--- config.mk ---
export PLATFORM = sky130hd
export DESIGN_NAME = ad7606_ctrl
export DESIGN_NICKNAME = d
export VERILOG_FILES = /design/src/rtl/ad7606_pkg.sv /design/src/rtl/ad7606_ctrl_sync2.sv /design/src/rtl/ad7606_ctrl.sv
export SDC_FILE = /design/constraint.sdc
export NUM_CORES = 1
export LEC_CHECK = 0
export BUFFER_PORTS_ARGS = -buffer_cell sky130_fd_sc_hd__buf_2
export CORE_UTILIZATION = 51
export CTS_BUF_LIST = sky130_fd_sc_hd__clkbuf_16
export DETAILED_ROUTE_END_ITERATION = 16
export MAX_ROUTING_LAYER = met4
export PLACE_DENSITY = 0.73
export SETUP_SLACK_MARGIN = 0.5
export SLEW_MARGIN = 30
export SYNTH_ARGS = -nofsm -noshare
export SYNTH_HDL_FRONTEND = slang
export SYNTH_SLANG_ARGS = --single-unit
--- constraint.sdc ---
create_clock -name sys_clk -period 2.3 [get_ports sys_clk]
set_input_delay 0.23 -clock sys_clk [delete_from_list [all_inputs] [get_ports sys_clk]]
set_output_delay 0.23 -clock sys_clk [all_outputs]
set_load 0.03 [all_outputs]
--- src/rtl/ad7606_pkg.sv ---
// Shared types and widths for the AD7606 parallel-mode controller.
package ad7606_pkg;

    localparam int DATA_W = 16;
    localparam int CH_W   = 3;

    typedef enum logic [2:0] {
        RST,
        IDLE,
        CONV,
        WAIT_H,
        WAIT_L,
        RD_LO,
        RD_HI,
        DONE
    } state_t;

endpackage

--- src/rtl/ad7606_ctrl_sync2.sv ---
// Two-flop synchroniser used to bring the asynchronous BUSY line into sys_clk.
module sync2 (
    input  logic sys_clk,
    input  logic sys_rst_n,
    input  logic d,
    output logic q
);

    logic meta;

    always_ff @(posedge sys_clk or negedge sys_rst_n) begin
        if (!sys_rst_n) begin
            meta <= 1'b0;
            q    <= 1'b0;
        end else begin
            meta <= d;
            q    <= meta;
        end
    end

endmodule

--- src/rtl/ad7606_ctrl.sv ---
// AD7606 parallel-bus controller: periodic CONVST, BUSY handshake, 8-word read burst.
// Define AD_BUSY_TIMEOUT_EN to add a BUSY-wait timeout that re-resets the ADC.
module ad7606_ctrl
    import ad7606_pkg::*;
#(
    parameter int SMP_DIV   = 3300,
    parameter int RST_CYC   = 4,
    parameter int CONV_CYC  = 2,
    parameter int RD_LO_CYC = 2,
    parameter int RD_HI_CYC = 1,
    parameter int NUM_CH    = 8,
    parameter int CH_SEL    = 0,
    parameter int BUSY_TO   = 330
) (
    input  logic              sys_clk,
    input  logic              sys_rst_n,
    input  logic              ad_busy,
    input  logic [DATA_W-1:0] ad_db,
    output logic [2:0]        ad_os,
    output logic              ad_reset,
    output logic              ad_convst,
    output logic              ad_cs_n,
    output logic              ad_rd_n,
    output logic [DATA_W-1:0] ad_smp_data,
    output logic [CH_W-1:0]   ad_smp_ch,
    output logic              ad_smp_vld,
    output logic              ad_frame_done,
    output logic [DATA_W-1:0] ad_data,
    output logic              ad_ovr
);

    localparam logic [CH_W:0] LAST_CH = (CH_W + 1)'(NUM_CH - 1);
    localparam logic [CH_W:0] SEL_CH  = (CH_W + 1)'(CH_SEL);

    state_t            state;
    state_t            state_nxt;
    logic              busy_s;
    logic              tick;
    logic [15:0]       tick_cnt;
    logic [15:0]       cyc_cnt;
    logic [CH_W:0]     ch_cnt;
    logic              ch_clr;
    logic              ch_inc;
    logic              capture;
    logic              timeout;
    logic [DATA_W-1:0] sel_q;

    assign ad_os = 3'b000;

    sync2 u_busy_sync (
        .sys_clk   (sys_clk),
        .sys_rst_n (sys_rst_n),
        .d         (ad_busy),
        .q         (busy_s)
    );

    // Conversion pacing; parked at zero in RST so the first tick lands SMP_DIV cycles after IDLE entry.
    assign tick = (state != RST) && (tick_cnt == 16'(SMP_DIV - 1));

    always_ff @(posedge sys_clk or negedge sys_rst_n) begin
        if (!sys_rst_n) begin
            tick_cnt <= '0;
        end else if (state == RST || tick) begin
            tick_cnt <= '0;
        end else begin
            tick_cnt <= tick_cnt + 16'd1;
        end
    end

`ifdef AD_BUSY_TIMEOUT_EN
    logic [15:0] to_cnt;

    always_ff @(posedge sys_clk or negedge sys_rst_n) begin
        if (!sys_rst_n) begin
            to_cnt <= '0;
        end else if (state == WAIT_H || state == WAIT_L) begin
            to_cnt <= to_cnt + 16'd1;
        end else begin
            to_cnt <= '0;
        end
    end

    assign timeout = (state == WAIT_H || state == WAIT_L) && (to_cnt == 16'(BUSY_TO - 1));
`else
    assign timeout = 1'b0;
`endif

    always_ff @(posedge sys_clk or negedge sys_rst_n) begin
        if (!sys_rst_n) begin
            state <= RST;
        end else begin
            state <= state_nxt;
        end
    end

    always_comb begin
        state_nxt = state;
        ch_clr    = 1'b0;
        ch_inc    = 1'b0;
        capture   = 1'b0;
        case (state)
            RST:    if (cyc_cnt == 16'(RST_CYC - 1)) state_nxt = IDLE;
            IDLE: begin
                if (tick) begin
                    state_nxt = CONV;
                    ch_clr    = 1'b1;
                end
            end
            CONV:   if (cyc_cnt == 16'(CONV_CYC - 1)) state_nxt = WAIT_H;
            WAIT_H: if (busy_s) state_nxt = WAIT_L;
            WAIT_L: if (!busy_s) state_nxt = RD_LO;
            RD_LO: begin
                if (cyc_cnt == 16'(RD_LO_CYC - 1)) begin
                    capture   = 1'b1;
                    state_nxt = RD_HI;
                end
            end
            RD_HI: begin
                if (cyc_cnt == 16'(RD_HI_CYC - 1)) begin
                    ch_inc    = 1'b1;
                    state_nxt = (ch_cnt == LAST_CH) ? DONE : RD_LO;
                end
            end
            DONE:    state_nxt = IDLE;
            default: state_nxt = RST;
        endcase
        if (timeout) begin
            state_nxt = RST;
        end
    end

    // Dwell counter restarts on every state change, so each timed state sees 0..N-1.
    always_ff @(posedge sys_clk or negedge sys_rst_n) begin
        if (!sys_rst_n) begin
            cyc_cnt <= '0;
        end else if (state_nxt != state) begin
            cyc_cnt <= '0;
        end else begin
            cyc_cnt <= cyc_cnt + 16'd1;
        end
    end

    always_ff @(posedge sys_clk or negedge sys_rst_n) begin
        if (!sys_rst_n) begin
            ch_cnt <= '0;
        end else if (ch_clr) begin
            ch_cnt <= '0;
        end else if (ch_inc) begin
            ch_cnt <= ch_cnt + 1'b1;
        end
    end

    // ADC strobes are registered decodes of the next state so the pins never glitch.
    always_ff @(posedge sys_clk or negedge sys_rst_n) begin
        if (!sys_rst_n) begin
            ad_reset      <= 1'b1;
            ad_convst     <= 1'b1;
            ad_cs_n       <= 1'b1;
            ad_rd_n       <= 1'b1;
            ad_frame_done <= 1'b0;
            ad_smp_vld    <= 1'b0;
            ad_ovr        <= 1'b0;
            ad_smp_data   <= '0;
            ad_smp_ch     <= '0;
            sel_q         <= '0;
            ad_data       <= '0;
        end else begin
            ad_reset      <= (state_nxt == RST);
            ad_convst     <= (state_nxt != CONV);
            ad_cs_n       <= !(state_nxt == RD_LO || state_nxt == RD_HI);
            ad_rd_n       <= (state_nxt != RD_LO);
            ad_frame_done <= (state_nxt == DONE);
            ad_smp_vld    <= capture;
            ad_ovr        <= (tick && state != IDLE) || timeout;
            if (capture) begin
                ad_smp_data <= ad_db;
                ad_smp_ch   <= ch_cnt[CH_W-1:0];
                if (ch_cnt == SEL_CH) begin
                    sel_q <= ad_db;
                end
            end
            if (state_nxt == DONE) begin
                ad_data <= sel_q;
            end
        end
    end

endmodule

==> impl_results.md <==
- Path category of the worst min-delay check: in -> reg
- Clk sinks: 99
- Netlist cell types: 44
- Max Cap Viol: 0
- Clk_lat worst skew: about 340 ps
- Worst setup SP type: register
- Asr flop ratio synth: 1.00
- Overflow after GRT: 0
- Final setup fails: 0
- Status: complete, no violations
- Register area share after synthesis: 0.567
- Per-cell routed wire length: 19.0 um
- Met3 Track Usage GR: 0.0491
- Mean Syn Cell Area: 11.3 um^2
- CP Data Required Time: 2530 ps
- Tmin final: 2260 ps
- Proportion of layout cells with a drive suffix above 1: 0.510
- Worst r2r path cells: 8
- Placer Congestion: 0.817
- CTS max path bufs: 2
- Vias in the first global route: 3385
- Largest net degree at the start of global routing: 67
- Initial antenna violation count: 0
- CTS buffer count: 9
- Post-route cell area: between 6000 and 7000 um^2
- IO Port Bufs: 60
- Post-synth EDFFs: 0
- Crit share post-route: 0.982
- Number of synthesis warnings: 0
- Detailed-route DRC error count: 0
- Synthesized area: ~4400 um^2
- ANT cells: 0
- DIE AREA: ~9000 um^2
- Top cell type's share of synthesized area: 0.543
- Effective utilization at floorplan: 0.530
- Detailed Place HPWL: approximately 6000 um
- Vias: 3481
- Max Fclk: approximately 440 MHz
- I/O pin count: 64
- Count leader, synth: dfrtp_1
- DP Area: between 5000 and 6000 um^2
- Final Net Count: 538
- Max-slew violation count: 0
- Vias/cell: 5.59
- Grt peak-use layer: met2
- Synth Register Bits: 99
- Hold Path Stages: 3
- Layout area overhead: 45.2%
- Final Non-Filler Cells: ~620
- H-tree Lvls: 3
- CP arrival: ~2500 ps
- Skew final: 11.4 ps
- # placed instances: 572
- Site Rows: 33
- Routed WL: 11900 um
- First-pass GRT wire length: 17200 um
- Pwr/cell area: 536 nW/um^2
- Gr usage total: 0.262
- Root Buffer: clkbuf_16
- Iteration-0 DRC Markers: 169
- M1 GR Usage: 0.344
- Top_reg_cell synth: dfrtp_1
- Synth cell count leaders: dfrtp_1, nand2_1, nor2_1
- Die height: 94.7 um
- Die width: 94.7 um
- Synth area leaders: dfrtp_1, nand2_1, mux2_2, mux2_4, xor2_1
- DRT antenna net count: 0
- Clock slew seen by the registers of the worst setup and hold paths: 70 ps
- Final hold violations: 0
- Met2 Use GR: 0.417
- Core area: 8260 um^2
- Drt first pass iters: 4
- Leading area contributor after synthesis: dfrtp_1
- Worst vdd rail ir drop: between 0.4 and 0.5 mV
- RSZ-0062 raised after global routing: yes
- Crit path kind: reg -> reg
- CTS tree: done
- P_leak: 2.90 nW
- Critical path capture point type: register
- Post-Syn Instances: approximately 390
- Crit path max fanout: 8
[per-stage QoR]
stage / hold WS, ps / util / power [W] / setup TNS, ps / setup slack (ps)
floorplan: -65.6 / - / 0.00183 / -25.9 / -2.59
global placement: 208 / 0.622 / 0.00188 / -236 / -25.7
detailed placement: 213 / 0.623 / 0.00188 / 0 / 35.0
CTS: 96.7 / 0.720 / 0.00342 / 0 / 64.5
global route: 99.1 / 0.770 / 0.00351 / -835 / -60.0
finish: 103 / 0.770 / 0.00341 / 0 / 40.4
[path summary, 6_finish.rpt]
kind                                  start        endpoint  slack [ps]
min reg2reg                u_busy_sync.meta   u_busy_sync.q         350
max in group asynchronous         sys_rst_n         ad_rd_n        1180
max                             tick_cnt[8]     ad_data[14]          40
min                                ad_db[2]  ad_smp_data[2]         100
max reg2reg                     tick_cnt[8]     ad_data[14]          40
min in group asynchronous         sys_rst_n     cyc_cnt[11]         370
[power by group]
group	switching, W	internal, W	total, W	leakage [nW]
combinational	0.0000575	0.0000335	0.0000910	1.55
clock	0.000693	0.000856	0.00155	0.155
sequential	0.0000105	0.00176	0.00177	1.20
total	0.000761	0.00265	0.00341	2.90
[cell usage in the layout, fill, tap and decap left out, types with 3 or more instances in the layout]
master,n
nand2_4,5
inv_1,13
dfrtp_1,95
buf_2,59
ha_1,5
buf_6,13
nand2_1,46
conb_1,3
nor2_1,6
buf_4,40
nor4_4,4
nand3_1,13
nor2_4,16
nor3_4,5
buf_16,3
xor2_1,16
xnor2_1,10
and3_1,3
or3_1,5
dfstp_2,4
nor3_2,13
clkbuf_16,10
nand2_2,17
nand4_1,9
inv_6,3
and4_1,4
o21ai_0,7
a21oi_2,5
buf_12,10
mux2_2,6
mux2_4,27
[cell type report]
type	instances	area, um^2
Inverter	11	41.3
Timing Repair Buffer	129	1080
Clock buffer	9	225
Clock inverter	7	75.1
Multi-Input combinational cell	263	2320
Sequential cell	99	2480
Tap cell	105	131
Fill cell	496	1900
[sequential cells by signal (all words and copies together), names as in the netlist, 3 cells and up]
name / cells
ad_data: 16
ad_smp_data: 16
cyc_cnt: 16
sel_q: 16
tick_cnt: 16
ch_cnt: 4
ad_smp_ch: 3
state: 3
[worst max-delay path: stages, from the launching register on]
cell and delay (ps):
dfrtp_1 430, or3_4 400, nor4_4 300, a2bb2oi_2 190, buf_4 150, a22oi_2 60, buf_6 140, clkbuf_16 170
mux2_4 300
[per-layer routing]
layer | vias up | routed length, um
met5 | - | 0
met4 | 0 | 214
met2 | 123 | 6170
li1 | 1573 | -
met1 | 1755 | 4720
met3 | 30 | 764
[kinds of logic (layout without fill, tap and decap cells)]
| family | after synthesis | after routing | synth area share |
|---|---|---|---|
| adder cells (fa/ha/maj) | 6 | 6 | 0.0171 |
| flip-flops | 99 | 99 | 0.567 |
| other | 1 | 3 | 0.000857 |
| XOR/XNOR | 28 | 28 | 0.0560 |
| buffers and inverters | 28 | 156 | 0.0314 |
| AND/OR/NAND/NOR | 166 | 166 | 0.195 |
| multiplexers | 34 | 34 | 0.0957 |
| AO/OA/AOI/OAI | 25 | 26 | 0.0366 |
[what timing repair did]
action / in CTS / in global routing
hold buffers: 2 / 0
endpoints found under the setup margin: 83 / 92
hold endpoints to repair: 33 / 0
pin swaps: 42 / 26
setup buffers: 15 / 10
cloned: 6 / 2
gates resized for setup: 57 / 76
Power figures use the tool's default switching activity.
